===== src/rtl/sdu_uart_probe_pkg.sv =====
// Shared types and helpers for the passive UART line monitor: receiver state
// encoding, FIFO record width and the mid-bit sampling offset.
package sdu_uart_probe_pkg;

    typedef enum logic [2:0] {
        RX_IDLE  = 3'd0,
        RX_START = 3'd1,
        RX_DATA  = 3'd2,
        RX_STOP  = 3'd3,
        RX_BREAK = 3'd4
    } rx_state_e;

    localparam int TIMER_W = 16;

    // History record is {channel tag, byte}.
    function automatic int rec_width(input int chw);
        return chw + 8;
    endfunction

    function automatic logic [TIMER_W-1:0] mid_bit(input int div);
        return TIMER_W'(div / 2);
    endfunction

endpackage


===== src/rtl/uart_rx_sniff.sv =====
// Single-line UART sniffer: synchroniser, bit timer and frame FSM.
// good/frm are single-cycle pulses in the stop-sample cycle; rx_byte is valid with them.
module uart_rx_sniff
    import sdu_uart_probe_pkg::*;
#(
    parameter int DIV = 868
) (
    input  logic       clk,
    input  logic       rstn,
    input  logic       line,
    output logic [7:0] rx_byte,
    output logic       good,
    output logic       frm,
    output rx_state_e  state
);

    localparam logic [TIMER_W-1:0] HALF = mid_bit(DIV);
    localparam logic [TIMER_W-1:0] FULL = TIMER_W'(DIV);

    logic               sync1;
    logic               rx;
    logic [1:0]         fill;
    logic               armed;
    logic               armed_nxt;
    rx_state_e          state_nxt;
    logic [TIMER_W-1:0] timer;
    logic [TIMER_W-1:0] timer_nxt;
    logic [3:0]         bit_idx;
    logic [3:0]         idx_nxt;
    logic [7:0]         shreg;
    logic [7:0]         sh_nxt;

    // fill marks when the synchroniser holds real line samples rather than reset values;
    // armed then requires the line to be seen idle before any start is accepted.
    always_ff @(posedge clk or negedge rstn) begin
        if (!rstn) begin
            sync1 <= 1'b1;
            rx    <= 1'b1;
            fill  <= 2'b00;
        end else begin
            sync1 <= line;
            rx    <= sync1;
            fill  <= {fill[0], 1'b1};
        end
    end

    always_ff @(posedge clk or negedge rstn) begin
        if (!rstn) begin
            state   <= RX_IDLE;
            armed   <= 1'b0;
            timer   <= '0;
            bit_idx <= '0;
            shreg   <= '0;
        end else begin
            state   <= state_nxt;
            armed   <= armed_nxt;
            timer   <= timer_nxt;
            bit_idx <= idx_nxt;
            shreg   <= sh_nxt;
        end
    end

    always_comb begin
        state_nxt = state;
        armed_nxt = armed;
        timer_nxt = timer + 1'b1;
        idx_nxt   = bit_idx;
        sh_nxt    = shreg;
        good      = 1'b0;
        frm       = 1'b0;
        case (state)
            RX_IDLE: begin
                timer_nxt = TIMER_W'(1);
                if (!armed) begin
                    armed_nxt = fill[1] & rx;
                end else if (!rx) begin
                    state_nxt = RX_START;
                end
            end
            RX_START: begin
                if (timer == HALF) begin
                    if (rx) begin
                        state_nxt = RX_IDLE;
                    end else begin
                        state_nxt = RX_DATA;
                        timer_nxt = TIMER_W'(1);
                        idx_nxt   = '0;
                    end
                end
            end
            RX_DATA: begin
                if (timer == FULL) begin
                    timer_nxt = TIMER_W'(1);
                    sh_nxt    = {rx, shreg[7:1]};
                    idx_nxt   = bit_idx + 4'd1;
                    if (bit_idx == 4'd7) state_nxt = RX_STOP;
                end
            end
            RX_STOP: begin
                if (timer == FULL) begin
                    if (rx) begin
                        good      = 1'b1;
                        state_nxt = RX_IDLE;
                    end else begin
                        frm       = 1'b1;
                        state_nxt = RX_BREAK;
                    end
                end
            end
            RX_BREAK: begin
                if (rx) state_nxt = RX_IDLE;
            end
            default: state_nxt = RX_IDLE;
        endcase
    end

    assign rx_byte = shreg;

endmodule


===== src/rtl/sdu_uart_probe.sv =====
// Passive multi-line UART monitor: per-channel last byte, sticky framing errors and a
// channel-tagged first-word-fall-through history FIFO fed by a lowest-index-first arbiter.
module sdu_uart_probe
    import sdu_uart_probe_pkg::*;
#(
    parameter int DIV   = 868,
    parameter int NCH   = 2,
    parameter int DEPTH = 16,
    parameter int CHW   = 3
) (
    input  logic               clk,
    input  logic               rstn,
    input  logic [NCH-1:0]     line,
    input  logic               clr,
    output logic [8*NCH-1:0]   last_byte,
    output logic [NCH-1:0]     byte_vld,
    output logic [NCH-1:0]     frm_err,
    input  logic               rd_en,
    output logic [CHW+7:0]     rd_data,
    output logic               empty,
    output logic               full,
    output logic [7:0]         drop_cnt,
    output logic [3*NCH-1:0]   rx_state
);

    localparam int RW = rec_width(CHW);
    localparam int AW = $clog2(DEPTH);

    logic [7:0]     rx_byte [NCH];
    logic [NCH-1:0] good;
    logic [NCH-1:0] frm;
    rx_state_e      st [NCH];

    for (genvar i = 0; i < NCH; i++) begin : g_rx
        uart_rx_sniff #(.DIV(DIV)) u_rx (
            .clk     (clk),
            .rstn    (rstn),
            .line    (line[i]),
            .rx_byte (rx_byte[i]),
            .good    (good[i]),
            .frm     (frm[i]),
            .state   (st[i])
        );
        assign rx_state[3*i +: 3] = st[i];
    end

    logic [NCH-1:0] pend;
    logic [NCH-1:0] sel_oh;
    logic [CHW-1:0] sel_idx;
    logic [7:0]     sel_byte;
    logic           push_req;
    logic [RW-1:0]  push_data;

    // A pending channel's byte is still in last_byte: the next frame is >= 10 bit-times away.
    always_comb begin
        sel_oh   = '0;
        sel_idx  = '0;
        sel_byte = '0;
        push_req = 1'b0;
        for (int i = NCH - 1; i >= 0; i--) begin
            if (pend[i]) begin
                sel_oh    = '0;
                sel_oh[i] = 1'b1;
                sel_idx   = CHW'(i);
                sel_byte  = last_byte[8*i +: 8];
                push_req  = 1'b1;
            end
        end
    end

    assign push_data = {sel_idx, sel_byte};

    always_ff @(posedge clk or negedge rstn) begin
        if (!rstn) begin
            last_byte <= '1;
            byte_vld  <= '0;
            frm_err   <= '0;
            pend      <= '0;
        end else begin
            byte_vld <= good;
            for (int i = 0; i < NCH; i++) begin
                if (good[i]) last_byte[8*i +: 8] <= rx_byte[i];
            end
            pend    <= (pend & ~sel_oh) | good;
            frm_err <= clr ? '0 : (frm_err | frm);
        end
    end

    logic [RW-1:0] mem [DEPTH];
    logic [AW:0]   wptr;
    logic [AW:0]   rptr;
    logic [AW:0]   wptr_n;
    logic [AW:0]   rptr_n;
    logic [AW:0]   cnt_n;
    logic          pop_ok;
    logic          push_ok;
    logic          drop;
    logic          empty_n;
    logic [RW-1:0] head;

    // When full, a simultaneous pop frees the slot the push needs.
    always_comb begin
        pop_ok  = rd_en & ~empty & ~clr;
        push_ok = push_req & ~clr & (~full | pop_ok);
        drop    = push_req & ~clr & full & ~pop_ok;
        wptr_n  = clr ? '0 : wptr + (AW+1)'(push_ok);
        rptr_n  = clr ? '0 : rptr + (AW+1)'(pop_ok);
        cnt_n   = wptr_n - rptr_n;
        empty_n = (cnt_n == '0);
        head    = (rptr_n == wptr) ? push_data : mem[rptr_n[AW-1:0]];
    end

    always_ff @(posedge clk) begin
        if (push_ok) mem[wptr[AW-1:0]] <= push_data;
    end

    always_ff @(posedge clk or negedge rstn) begin
        if (!rstn) begin
            wptr     <= '0;
            rptr     <= '0;
            rd_data  <= '0;
            empty    <= 1'b1;
            full     <= 1'b0;
            drop_cnt <= '0;
        end else begin
            wptr    <= wptr_n;
            rptr    <= rptr_n;
            rd_data <= empty_n ? '0 : head;
            empty   <= empty_n;
            full    <= cnt_n[AW];
            if (clr) begin
                drop_cnt <= '0;
            end else if (drop && drop_cnt != 8'hff) begin
                drop_cnt <= drop_cnt + 8'd1;
            end
        end
    end

endmodule

===== config.mk =====
export PLATFORM = sky130hd
export DESIGN_NAME = sdu_uart_probe
export DESIGN_NICKNAME = d
export VERILOG_FILES = /design/src/rtl/sdu_uart_probe_pkg.sv /design/src/rtl/uart_rx_sniff.sv /design/src/rtl/sdu_uart_probe.sv
export SDC_FILE = /design/constraint.sdc
export NUM_CORES = 1
export LEC_CHECK = 0
export ABC_AREA = 1
export CAP_MARGIN = 20
export CELL_PAD_IN_SITES_DETAIL_PLACEMENT = 1
export CELL_PAD_IN_SITES_GLOBAL_PLACEMENT = 2
export CORE_MARGIN = 2
export CORE_UTILIZATION = 41
export CTS_BUF_LIST = sky130_fd_sc_hd__clkbuf_8
export CTS_CLUSTER_SIZE = 30
export DETAILED_ROUTE_END_ITERATION = 8
export PLACE_DENSITY = 0.92
export SLEW_MARGIN = 20
export SYNTH_ARGS = -nofsm -noshare
export SYNTH_HDL_FRONTEND = slang
export SYNTH_HIERARCHICAL = 1
export SYNTH_SLANG_ARGS = --single-unit

===== constraint.sdc =====
create_clock -name clk -period 4 [get_ports clk]
set_input_delay 0.8 -clock clk [delete_from_list [all_inputs] [get_ports clk]]
set_output_delay 0.8 -clock clk [all_outputs]
set_load 0.02 [all_outputs]

== Word-level counts from Yosys, hierarchy flattened ==
Memories as Yosys holds them, arrays and structs flattened.
Cells that the tools add are included.
Cells by class
  $add $sub $neg: 8
  eq/ne operators: 32
  reduce and logical (&&, ||, !) cells: 13
  mux-type cells: 67
  bitwise operators: 17
Operator list (count)
  16-bit 2-to-1 mux: 6
  16-bit case mux with 3 select lines: 2
  3-bit 2-to-1 mux: 16
  16-bit by 1-bit adder with 16-bit output, second input constant: 2
  16-bit by 10-bit == test with 1-bit output, second input constant: 2
  16-bit by 9-bit == test with 1-bit output, second input constant: 2
  8-bit 2-to-1 mux: 4
  3-bit case mux with 5 select lines: 2
  4-bit 2-to-1 mux: 6
  2-bit by 1-bit != test with 1-bit output, second input constant: 12
  11-bit 2-to-1 mux: 2
  1-bit 2-to-1 mux: 20
  4-bit case mux with 2 select lines: 2
  7-bit AND reduction: 2
  3-bit by 2-bit == test with 1-bit output, second input constant: 4
  5-bit by 1-bit adder with 5-bit output: 2
  2-bit 2-to-1 mux: 5
  5-bit 2-to-1 mux: 2
  4-bit by 1-bit adder with 4-bit output, second input constant: 2
  8-bit by 1-bit adder with 8-bit output, second input constant: 1
  1-bit AND: 8
  4-bit by 3-bit == test with 1-bit output, second input constant: 2
  2-bit != test, second input constant: 4
  8-bit != test, second input constant: 1
  15 further kinds: 26
Word-level totals
  bits of input ports: 6
  memories: 1
  RAM bits: 144
  register bits after elaboration: 125
  logic and storage cells: 165
  output and inout port bits: 47
Memory list
  mem: words 16, width 9, rd ports 1, clocked after memory_dff 0, wr ports 1, RTL line sdu_uart_probe.sv:89  | logic [RW-1:0] mem [DEPTH];

== Logic depth before layout (Yosys ltp) ==
Gate-level depths: netlist of the first run.
  depth after elaboration: 10
  gate-level depth with buffers: 22
  mapped depth without buffers: 20

== Cells and area by module ==
Netlist of the first run, hierarchy kept.
By module, submodules not included
  sdu_uart_probe: sequential area each 5596.6 um^2, area each 8435.6 um^2, cells each 782, instances 1
  uart_rx_sniff: sequential area each 903.4 um^2, area each 2063.2 um^2, cells each 260, instances 2

== Worst setup path after synthesis of the first run ==
Ideal clock, no wire load.
  path kind: input-to-reg
  from: input clr
  to: register rd_data[7]
  library setup time: 0.113 ns
  arrival time: 3.095 ns
  data required time: 3.887 ns
  buffers on the path: 2
  path slack: 0.792 ns
  stages: 20
  cell sequence: buf_6 > inv_6 > nand3_1 > nand2_1 > and2_1 > clkbuf_1 > ha_1 > ha_1 > inv_1 > o21ai_0 > a21oi_1 > ha_1 > a21oi_1 > o21bai_1 > nand3_1 > nand3_2 > nand2_1 > inv_1 > nand2_1 > inv_1
On the way
  word-level cells in the longest chain between the ends: 9
  elaborated cells between the ends (all ways): 15
  classes of those cells: add/sub (3); eq/ne (1); mux (4); bitwise (5); reduce/logical (1); memory (1)
RTL lines
  start: declaration: RTL line sdu_uart_probe.sv:14  | input logic clr,
  1-bit NOT: RTL line sdu_uart_probe.sv:103, sdu_uart_probe.sv:104
  1-bit AND: RTL line sdu_uart_probe.sv:103  | pop_ok = rd_en & ~empty & ~clr;
  1-bit OR: RTL line sdu_uart_probe.sv:104  | push_ok = push_req & ~clr & (~full | pop_ok);
  1-bit AND: RTL line sdu_uart_probe.sv:104
  5-bit by 1-bit adder with 5-bit output: RTL line sdu_uart_probe.sv:106  | wptr_n = clr ? '0 : wptr + (AW+1)'(push_ok);
  5-bit 2-to-1 mux *: RTL line sdu_uart_probe.sv:106
  net wptr_n[2]: RTL line sdu_uart_probe.sv:92  | logic [AW:0] wptr_n;
  5-bit subtractor *: RTL line sdu_uart_probe.sv:108  | cnt_n = wptr_n - rptr_n;
  5-bit zero test *: RTL line sdu_uart_probe.sv:109  | empty_n = (cnt_n == '0);
  11-bit 2-to-1 mux *: RTL line sdu_uart_probe.sv:128  | rd_data <= empty_n ? '0 : head;
  end signal: assignment: RTL line sdu_uart_probe.sv:128
  end: declaration: RTL line sdu_uart_probe.sv:19  | output logic [CHW+7:0] rd_data,
The timed path passes the listed nets; every way through them passes the cells marked *.
A chain may end at the register's enable or synchronous reset.

== Worst setup path in the final report of the first run ==
  from: input clr
  to: register rd_data[2]
Same word-level chain as after synthesis.

==> results of run 1 <==
==> layout make-up <==
class,instances,area (um2),area share (%)
sequential,266,7400,51.0
multi-input combinational,855,4360,30.0
timing repair buffer,88,796,5.48
clock buffer,51,702,4.83
tap,396,495,3.41
inverter,126,478,3.29
clock inverter,37,292,2.01
==> worst max-delay path, cell delays in order <==
cell             delay (ps)
clkdlybuf4s50_1         620
inv_6                    30
nand3_1                 100
nand2_1                  80
and2_1                  150
ha_1                    210
ha_1                    280
inv_1                    40
nor2_1                  160
ha_1                    280
nand2_1                  90
nand2_1                  80
a21oi_1                 220
o21bai_1                120
inv_1                    70
nand2_1                  70
nand3_2                 180
o21ai_0                 130
a21oi_1                 160
==> worst paths after layout <==
path,startpoint,endpoint,cells past startpoint
min in group clk,g_rx[0].u_rx/sync1,g_rx[0].u_rx/rx,0
min reg2reg,g_rx[0].u_rx/sync1,g_rx[0].u_rx/rx,0
max in group asynchronous,rstn,g_rx[0].u_rx/sync1,2
min,rstn,g_rx[1].u_rx/state[2],1
max reg2reg,empty,rd_data[2],18
max,clr,rd_data[2],19
==> stage by stage <==
step,cells,hold slack (ps),setup slack (ps)
2_1_floorplan,1303,331,792
3_3_place_gp,1731,338,189
3_5_place_dp,1731,340,56.9
4_1_cts,1819,247,627
5_1_grt,1819,269,351
6_report,1819,240,607
==> cells by family (layout without fill, tap and decap cells) <==
group	after synthesis	in the layout	synth area share, %
DFF	266	266	58.9
adders and majority gates	16	16	1.59
AOI/OAI and AO/OA	89	89	4.07
other	3	4	0.0896
xor gates and xnor gates	26	26	1.81
and+or+nand+nor	720	720	26.8
buffers and inverters	182	302	6.69
==> Yosys cell counts (4+ instances only) <==
library cell | instances | area, um2
nand2_1 | 281 | 1050
nand3_1 | 248 | 1240
edfxtp_1 | 144 | 4320
inv_1 | 117 | 439
dfrtp_1 | 101 | 2530
nor2_1 | 85 | 319
o21ai_0 | 47 | 235
nor2_2 | 30 | 188
buf_2 | 26 | 130
dfstp_2 | 21 | 552
nand4_1 | 18 | 113
nor3_1 | 18 | 90.1
xor2_1 | 17 | 149
buf_4 | 16 | 120
ha_1 | 16 | 200
a21oi_1 | 15 | 75.1
nand3b_1 | 10 | 75.1
nor2_4 | 10 | 113
xnor2_1 | 9 | 78.8
buf_6 | 8 | 90.1
o22ai_1 | 8 | 50.1
nand2_2 | 7 | 43.8
inv_2 | 6 | 22.5
nand3_2 | 6 | 60.1
clkbuf_1 | 5 | 18.8
nand2_4 | 4 | 45.0
o21ai_1 | 4 | 20.0
o21bai_1 | 4 | 30.0
==> power breakdown <==
group	switching, W	internal, W
combinational	0.000688	0.000296
sequential	0.0000947	0.00295
clock	0.00117	0.00151
total	0.00196	0.00475
==> state kept, by name, indices dropped and copies added, names as in the netlist, 4 cells and up <==
name	count
last_byte	16
mem	144
g_rx.u_rx/rx_byte	16
rd_data	9
g_rx.u_rx/fill	4
g_rx.u_rx/bit_idx	8
g_rx.u_rx/state	6
g_rx.u_rx/timer	32
wptr	5
rptr	5
drop_cnt	8
==> metal layers <==
layer  wire length (um)  vias up
li1                   -     4529
met1              15400     4775
met2              16600      217
met3               1520       62
met4                907        0
met5                  0        -
==> out/qor.txt, run 1 <==
status: finished clean
critical path peak fanout: 10
Lkg Pwr: 6.19 nW
Die H: 179 um
arrival time at the worst endpoint: 3880 ps
pwr dens: 462 mW/mm2
Via-to-Cell Ratio: 5.27
largest net degree at the start of global routing: 79
ys flop type: edfxtp_1
Core Box Area: 0.0303 mm2
Die Wd: 179 um
CTS tree: built
Fin Setup TNS: 0 ps
RSZ-0062 raised after global routing: false
dpl hpwl: 22400 um
Max-cap violations: 0
PortBufs: 50
first-pass GRT wire length: 55300 um
min Tclk post-route: 3390 ps
Post-Route WL: 34400 um
leading cell type in the layout, fill and taps excluded: nand2_1
# rows: 64
EDFF count, synth: 144
Mapped Cells: 1302
io pins: 53
Final Max Tran Viols: 0
Worst setup EP type: flop
effective utilization at floorplan: 41.4%
FF-to-FF setup slack: 770 ps
FILL cells: 3418
final instance area: 0.0145 mm2
ANT nets after route: 0
Worst slew margin: 40.8%
met3 global-route usage: 3.03%
initial antenna violation count: 0
worst IR drop on VDD: 0.347 mV
Yosys cell types: 41
# DRC: 0
startpoint types: input port
fin crit share: 84.8%
syn avg cell area: 9.65 um2
Final Hold Viols: 0
routed length per instance: 18.9 um
most frequent cells in the layout: nand2_1, nand3_1, edfxtp_1
CTS Buf Count: 47
# H-tree levels: 2
Yosys warnings: 6
mapped cell area: 0.0126 mm2
Final Setup Violations: 0
Sink Count: 266
gr busiest metal: met2
flops & latches, synth: 266
clk buf depth: 3
Post-CTS Hold Buffers: 0
Hold WC Path Type: in -> async
GRT overflow: 0
GRT Total Usage: 22.3%
met1 Resource Use GR: 30.2%
antenna cell count: 0
post-CTS setup repair buffer count: 0
clock latency on the worst-skew pair: 580 ps
CTS clock-pin slew for the worst setup and hold paths: 60 ps
vias in the first global route: 10100
# resized after CTS: 0
CTS Root Cell: clkbuf_8
die area: 0.0321 mm2
asr flop ratio synth: 45.9%
fin util: 47.9%
achievable frequency: 295 MHz
layout cells sized above 1: 13.9%
M2 GR Usage: 36.8%
placed instance area: 0.0135 mm2
Slew @ Worst Pin: 883 ps
Placer Congestion: 0.806
worst path required time: 4490 ps
sequential cell area fraction in the yosys report: 58.9%
Power, Total: 0.00671 W
Worst Skew: 28.4 ps
TritonRoute pass-1 iters: 5
Via Count: 9583
CP Class: in -> reg
First DRT Iteration DRCs: 651
Nets: 1406
Area Overhead vs Synth: 15.6%
No activity file was read; power rests on OpenSTA's default activity.
==> run 2: changes to the inputs <==
Clock period 4 ns to 3.25 ns, I/O delays scaled along.
==> run 2 against run 1 <==
  * Sequential cell count stayed put
  * Hold slack got worse by 140 ps
  * Setup slack got worse by 390 ps
  * Cell area grew 1.6%
  * Critical path type is now reg -> reg
  * Critical endpoint unchanged
  * Highest routed layer unchanged
==> out/qor.txt, run 2 (synthesized netlist as in run 1, its figures left out) <==
worst-path cell chain: inv_2 -> nand3_1 -> nand2_1 -> and2_1 -> ha_1 -> ha_2 -> inv_1 -> nor2_2 -> ha_1 -> nand2_1 -> nand2_2 -> a21oi_4 -> xor2_2 -> nor2_4 -> nand3_4 -> o21ai_0 -> a21oi_1 (was clkdlybuf4s50_1 -> inv_6 -> nand3_1 -> nand2_1 -> and2_1 -> ha_1 -> ha_1 -> inv_1 -> nor2_1 -> ha_1 -> nand2_1 -> nand2_1 -> a21oi_1 -> o21bai_1 -> inv_1 -> nand2_1 -> nand3_2 -> o21ai_0 -> a21oi_1)
CTS Buf Count: 46 (was 47)
CTS clock-pin slew for the worst setup and hold paths: 60 ps (about the same)
crit-path max cell delay: 570 ps (was 620 ps)
max reg flops: 144 (unchanged)
P_int: 0.00573 W (was 0.00475 W)
Fin Setup TNS: 0 ps (unchanged)
Worst slew margin: 36.9% (was 40.8%)
power share of the clock group: 37.8% (was 39.9%)
CTS tree: built (unchanged)
Final Max Tran Viols: 0 (unchanged)
CTS Root Cell: clkbuf_8 (unchanged)
Net Sw Power: 0.00236 W (was 0.00196 W)
final instance area: 0.0148 mm2 (was 0.0145 mm2)
# H-tree levels: 2 (unchanged)
ANT nets after route: 0 (unchanged)
Worst setup EP type: flop (unchanged)
Cell Count, Final, Fillers Out: 1838 (was 1819)
switching share of power: 29.2% (about the same)
CP Class: reg -> reg (was in -> reg)
clk buf depth: 3 (unchanged)
most frequent cells in the layout: nand2_1, nand3_1, edfxtp_1 (unchanged)
Post-CTS Hold Buffers: 0 (unchanged)
io pins: 53 (unchanged)
Post-Route WL: 34200 um (was 34400 um)
first-pass GRT wire length: 55000 um (was 55300 um)
antenna cell count: 0 (unchanged)
Die Wd: 179 um (unchanged)
# rows: 64 (unchanged)
Hold WC Path Type: in -> async (unchanged)
Final Hold Viols: 0 (unchanged)
Sink Count: 266 (unchanged)
Lkg Pwr: 6.31 nW (was 6.19 nW)
largest net degree at the start of global routing: 74 (was 79)
Area Overhead vs Synth: 17.5% (was 15.6%)
min Tclk post-route: 3040 ps
placed instance area: 0.0137 mm2 (was 0.0135 mm2)
leading cell type in the layout, fill and taps excluded: nand2_1 (unchanged)
Die H: 179 um (unchanged)
effective utilization at floorplan: 41.4% (unchanged)
dpl hpwl: 22400 um (about the same)
Slew @ Worst Pin: 941 ps (was 883 ps)
Gate power share: 15.9% (was 14.7%)
vias in the first global route: 10200 (was 10100)
startpoint types: flop (was input port)
# DRC: 0 (unchanged)
clock latency on the worst-skew pair: 570 ps (was 580 ps)
Worst Skew: 24.7 ps (was 28.4 ps)
Max-cap violations: 0 (unchanged)
status: finished clean (unchanged)
die area: 0.0321 mm2 (unchanged)
Placer Congestion: 0.820 (was 0.806)
TritonRoute pass-1 iters: 5 (unchanged)
achievable frequency: 329 MHz
sequential share of power: 46.3% (was 45.4%)
layout cells sized above 1: 16.0% (was 13.9%)
Nets: 1429 (was 1406)
arrival time at the worst endpoint: 3480 ps (was 3880 ps)
initial antenna violation count: 0 (unchanged)
Via-to-Cell Ratio: 5.27 (about the same)
worst IR drop on VDD: 0.347 mV (about the same)
setup ws final: 213 ps (was 607 ps)
GRT overflow: 0 (unchanged)
First DRT Iteration DRCs: 650 (was 651)
fin crit share: 93.4%
pwr dens: 548 mW/mm2 (was 462 mW/mm2)
critical path peak fanout: 5 (was 10)
GRT Total Usage: 22.0% (was 22.3%)
Final Setup Violations: 0 (unchanged)
pre-CTS setup slack: -527 ps (was 56.9 ps)
PortBufs: 50 (unchanged)
Cells after DPL: 1752 (was 1731)
CP max stage cell: dfstp_2 (was clkdlybuf4s50_1)
RSZ-0062 raised after global routing: false (unchanged)
FILL cells: 3473 (was 3418)
routed length per instance: 18.6 um (was 18.9 um)
Via Count: 9679 (was 9583)
Core Box Area: 0.0303 mm2 (unchanged)
worst path required time: 3690 ps (was 4490 ps)
-- run 2: cell count changes in the layout (fill, tap and decap cells not counted), sizes merged --
| cell | before | now |
|---|---|---|
| buf | 39 | 62 |
| clkbuf | 51 | 55 |
| bufinv | 5 | 2 |
| inv | 139 | 140 |
| clkinv | 17 | 11 |
| clkinvlp | 2 | 1 |
| nand3 | 254 | 255 |
| dlymetal6s2s | 0 | 1 |
| clkdlybuf4s50 | 49 | 48 |
-- run 2: power by group through the flow --
stage,sequential (W),clock (W),combinational (W)
after detailed placement,0.00381,0,0.00126
after global placement,0.00381,0,0.00122
after global routing,0.00376,0.00329,0.00143
after floorplan,0.00383,0,0.000862
after CTS,0.00375,0.00314,0.00126
final,0.00375,0.00306,0.00128
-- run 2: cell type report --
class | instances | area, um2 | share of cell area [%]
sequential | 266 | 7400 | 50.2
timing repair buffer | 111 | 1020 | 6.92
clock buffer | 55 | 757 | 5.13
clock inverter | 28 | 166 | 1.13
multi-input combinational | 856 | 4440 | 30.1
tap | 396 | 495 | 3.36
inverter | 126 | 478 | 3.24
-- run 2: worst max-delay path: cells and delay by family, from the launching register on --
kind / cells / cell delay [ps]
adder cells (fa/ha/maj): 3 / 780
AO/OA/AOI/OAI: 3 / 400
buffers and inverters: 2 / 110
flip-flops: 1 / 570
AND/OR/NAND/NOR: 8 / 930
XOR/XNOR: 1 / 110
-- run 2: worst paths after layout --
path / start / end / slack, ps / depth (start not counted)
worst max-delay path: empty / rd_data[2] / 210 / 17
worst min-delay path: rstn / g_rx[1].u_rx/bit_idx[3] / 90 / 1
worst max register to register: empty / rd_data[2] / 210 / 17
worst min register to register: g_rx[0].u_rx/sync1 / g_rx[0].u_rx/rx / 360 / 0
max in group asynchronous: rstn / last_byte[7] / 2190 / 2
min in group clk: g_rx[0].u_rx/sync1 / g_rx[0].u_rx/rx / 360 / 0
-- run 2: routing by layer --
layer / global-route usage (%) / wire (um)
met3: 3.41 / 1280
met5: 0 / 0
met2: 36.2 / 16500
met4: 6.98 / 743
met1: 29.9 / 15700
-- run 2: through the flow --
step                      hold WS, ps  utilization [%]  total power [W]
after floorplan                   331                -          0.00469
after global placement            339             45.3          0.00502
after detailed placement          346             45.3          0.00506
after CTS                        80.1             48.3          0.00815
after global routing             93.0             48.6          0.00848
final                            94.8             48.6          0.00809
-- run 2: what timing repair did --
action                                  in CTS  in global routing
buffers inserted                             0                  2
gates resized for setup                      0                 18
endpoints found under the setup margin       0                  9
==> run 3: changes to the inputs <==
Settings changed: CELL_PAD_IN_SITES_DETAIL_PLACEMENT 1 to 0, CELL_PAD_IN_SITES_GLOBAL_PLACEMENT 2 to 1, CORE_UTILIZATION 41 to 50, HOLD_SLACK_MARGIN set to 0.15, PLACE_DENSITY 0.92 to 0.93.
Clock period 3.25 ns to 2.8 ns, I/O delays scaled along.
==> run 3 against run 2 <==
  * Maximum frequency rose by 10%
  * Largest power group unchanged
  * Combinational power increased by 16%
  * First-iteration DRC count increased by 31%
  * Critical endpoint is now rd_data[7]
  * Via count down 2.3%
  * Largest cell class unchanged
  * Clock-buffer cell count fell by 6
  * Register-to-register slack worse by 170 ps
  * Total power rose by 15%
  * Highest routed layer unchanged
  * Cell count is 2.9% lower
==> out/qor.txt, run 3 (synthesized netlist as in run 1, its figures left out) <==
effective utilization at floorplan: 50.5% (was 41.4%)
critical path peak fanout: 5 (unchanged)
Area Overhead vs Synth: 18.3% (was 17.5%)
pwr dens: 625 mW/mm2 (was 548 mW/mm2)
Cells after DPL: 1695 (was 1752)
CP Class: reg -> reg (unchanged)
Hold WC Path Type: reg -> reg (was in -> async)
antenna cell count: 0 (unchanged)
arrival time at the worst endpoint: 3200 ps (was 3480 ps)
routed length per instance: 16.2 um (was 18.6 um)
Worst setup EP type: flop (unchanged)
Via-to-Cell Ratio: 5.30 (was 5.27)
worst IR drop on VDD: 0.649 mV (was 0.347 mV)
clk buf depth: 3 (unchanged)
CTS Buf Count: 45 (was 46)
CTS tree: built (unchanged)
TritonRoute pass-1 iters: 5 (unchanged)
Die H: 163 um (was 179 um)
WHS Endpoint: g_rx[0].u_rx/rx
FF-to-FF setup slack: 40 ps (was 210 ps)
leading cell type in the layout, fill and taps excluded: nand2_1 (unchanged)
io pins: 53 (unchanged)
start point of the critical path: empty (unchanged)
Gate power share: 16.0% (was 15.9%)
Net Sw Power: 0.00267 W (was 0.00236 W)
Nets: 1441 (was 1429)
Via Count: 9461 (was 9679)
min Tclk post-route: 2760 ps (was 3040 ps)
Lkg Pwr: 6.36 nW (was 6.31 nW)
initial antenna violation count: 0 (unchanged)
R2R depth: 19 (was 17)
dpl hpwl: 18800 um (was 22400 um)
max reg flops: 144 (unchanged)
Placer Congestion: 0.861 (was 0.820)
First DRT Iteration DRCs: 849 (was 650)
Max-cap violations: 0 (unchanged)
worst path required time: 3240 ps (was 3690 ps)
fin crit share: 98.5% (was 93.4%)
Worst R2R End: rd_data[7] (was rd_data[2])
CTS Root Cell: clkbuf_8 (unchanged)
# DRC: 0 (unchanged)
achievable frequency: 363 MHz (was 329 MHz)
CTS clock-pin slew for the worst setup and hold paths: 60 ps (about the same)
Fin Setup TNS: 0 ps (unchanged)
Core Box Area: 0.0249 mm2 (was 0.0303 mm2)
P_int: 0.00661 W (was 0.00573 W)
Slew @ Worst Pin: 652 ps (was 941 ps)
Post-Route WL: 29000 um (was 34200 um)
reg2reg start: empty (unchanged)
# H-tree levels: 2 (unchanged)
Worst Skew: 15.9 ps (was 24.7 ps)
clock latency on the worst-skew pair: 550 ps (was 570 ps)
# rows: 58 (was 64)
ANT nets after route: 0 (unchanged)
Final Setup Violations: 0 (unchanged)
vias in the first global route: 9232 (was 10200)
worst hold start: g_rx[0].u_rx/sync1
Final Hold Viols: 0 (unchanged)
GRT Total Usage: 22.4% (was 22.0%)
startpoint types: flop (unchanged)
status: finished clean (unchanged)
Die Wd: 163 um (was 179 um)
first-pass GRT wire length: 46900 um (was 55000 um)
sequential share of power: 46.8% (was 46.3%)
Final Max Tran Viols: 0 (unchanged)
power share of the clock group: 37.2% (was 37.8%)
Worst slew margin: 56.5% (was 36.9%)
switching share of power: 28.8% (was 29.2%)
most frequent cells in the layout: nand2_1, nand3_1, edfxtp_1 (unchanged)
Cell Count, Final, Fillers Out: 1785 (was 1838)
Sink Count: 266 (unchanged)
GRT overflow: 0 (unchanged)
Worst Hold Margin: 347 ps (was 94.8 ps)
die area: 0.0264 mm2 (was 0.0321 mm2)
hold path depth: 0
PortBufs: 50 (unchanged)
layout cells sized above 1: 17.4% (was 16.0%)
largest net degree at the start of global routing: 71 (was 74)
RSZ-0062 raised after global routing: true (was false)
==> run 3: changes by cell type in the layout (fill, tap and decap cells not counted), sizes merged <==
cell and delta:
buf +12, bufinv +1, clkbuf -6, clkinv +5, clkinvlp +1, dlygate4sd2 +1
dlygate4sd3 +1, dlymetal6s2s -1, inv -1
==> run 3: metal layers <==
| layer | routed length, um | part of all wire [%] | GRT usage [%] | vias up |
|---|---|---|---|---|
| met1 | 12900 | 44 | 31.6 | 4480 |
| li1 | - | - | - | 4606 |
| met2 | 13500 | 46 | 34.9 | 311 |
| met5 | 0 | 0 | 0 | - |
| met3 | 1850 | 6.4 | 4.02 | 64 |
| met4 | 782 | 2.7 | 8.65 | 0 |
==> run 3: cell type report <==
type | instances | area [um2]
clock buffer | 49 | 674
timing repair buffer | 124 | 1140
fill | 2063 | 10000
multi-input combinational | 856 | 4520
clock inverter | 34 | 229
sequential | 266 | 7400
inverter | 126 | 480
tap | 330 | 413
==> run 3: power groups by stage <==
| stage | logic (W) | registers [W] | clock network, W |
|---|---|---|---|
| 2_1_floorplan | 0.00101 | 0.00445 | 0 |
| 3_3_place_gp | 0.00141 | 0.00442 | 0 |
| 3_5_place_dp | 0.00143 | 0.00442 | 0 |
| 4_1_cts | 0.00147 | 0.00434 | 0.00352 |
| 5_1_grt | 0.00166 | 0.00436 | 0.00371 |
| 6_report | 0.00149 | 0.00434 | 0.00346 |
==> run 3: worst max-delay path by stage <==
| stage | end | slack (ps) | depth (start not counted) |
|---|---|---|---|
| after floorplan | rd_data[7] | -9 | 21 |
| after global placement | rd_data[7] | -600 | 21 |
| after detailed placement | rd_data[7] | -680 | 18 |
| after CTS | rd_data[7] | 8 | 18 |
| after global routing | rd_data[0] | -110 | 16 |
| final | rd_data[7] | 40 | 19 |
==> run 3: through the flow <==
step | util, % | setup slack, ps | instance area, um2 | total power [W]
after detailed placement | 55.3 | -677 | 13800 | 0.00585
after global routing | 59.7 | -113 | 14900 | 0.00972
after CTS | 59.3 | 7.62 | 14800 | 0.00934
final | 59.7 | 43.2 | 14900 | 0.00929
after global placement | 55.3 | -595 | 13800 | 0.00582
after floorplan | - | -8.84 | 12600 | 0.00545
==> run 3: repair_timing <==
action,4_1_cts,5_1_grt
endpoints found under the hold margin,44,0
gates resized for setup,15,16
pin swaps,11,12
endpoints found under the setup margin,9,10
hold buffers,1,0
cloned,1,0
setup buffers,2,3
==> run 3: critical path, cell delays in order (launching register included) <==
cell	delay (ps)
dfstp_2	570
inv_2	50
nand3_2	80
nand2_2	60
and2_4	160
ha_4	170
ha_4	250
inv_2	40
nor2_4	120
ha_4	220
nand2_4	70
nand2_4	60
a21oi_4	180
xor2_2	110
nor2_4	200
nand3_4	130
nand2_2	80
inv_1	30
nand2_1	40
inv_1	30
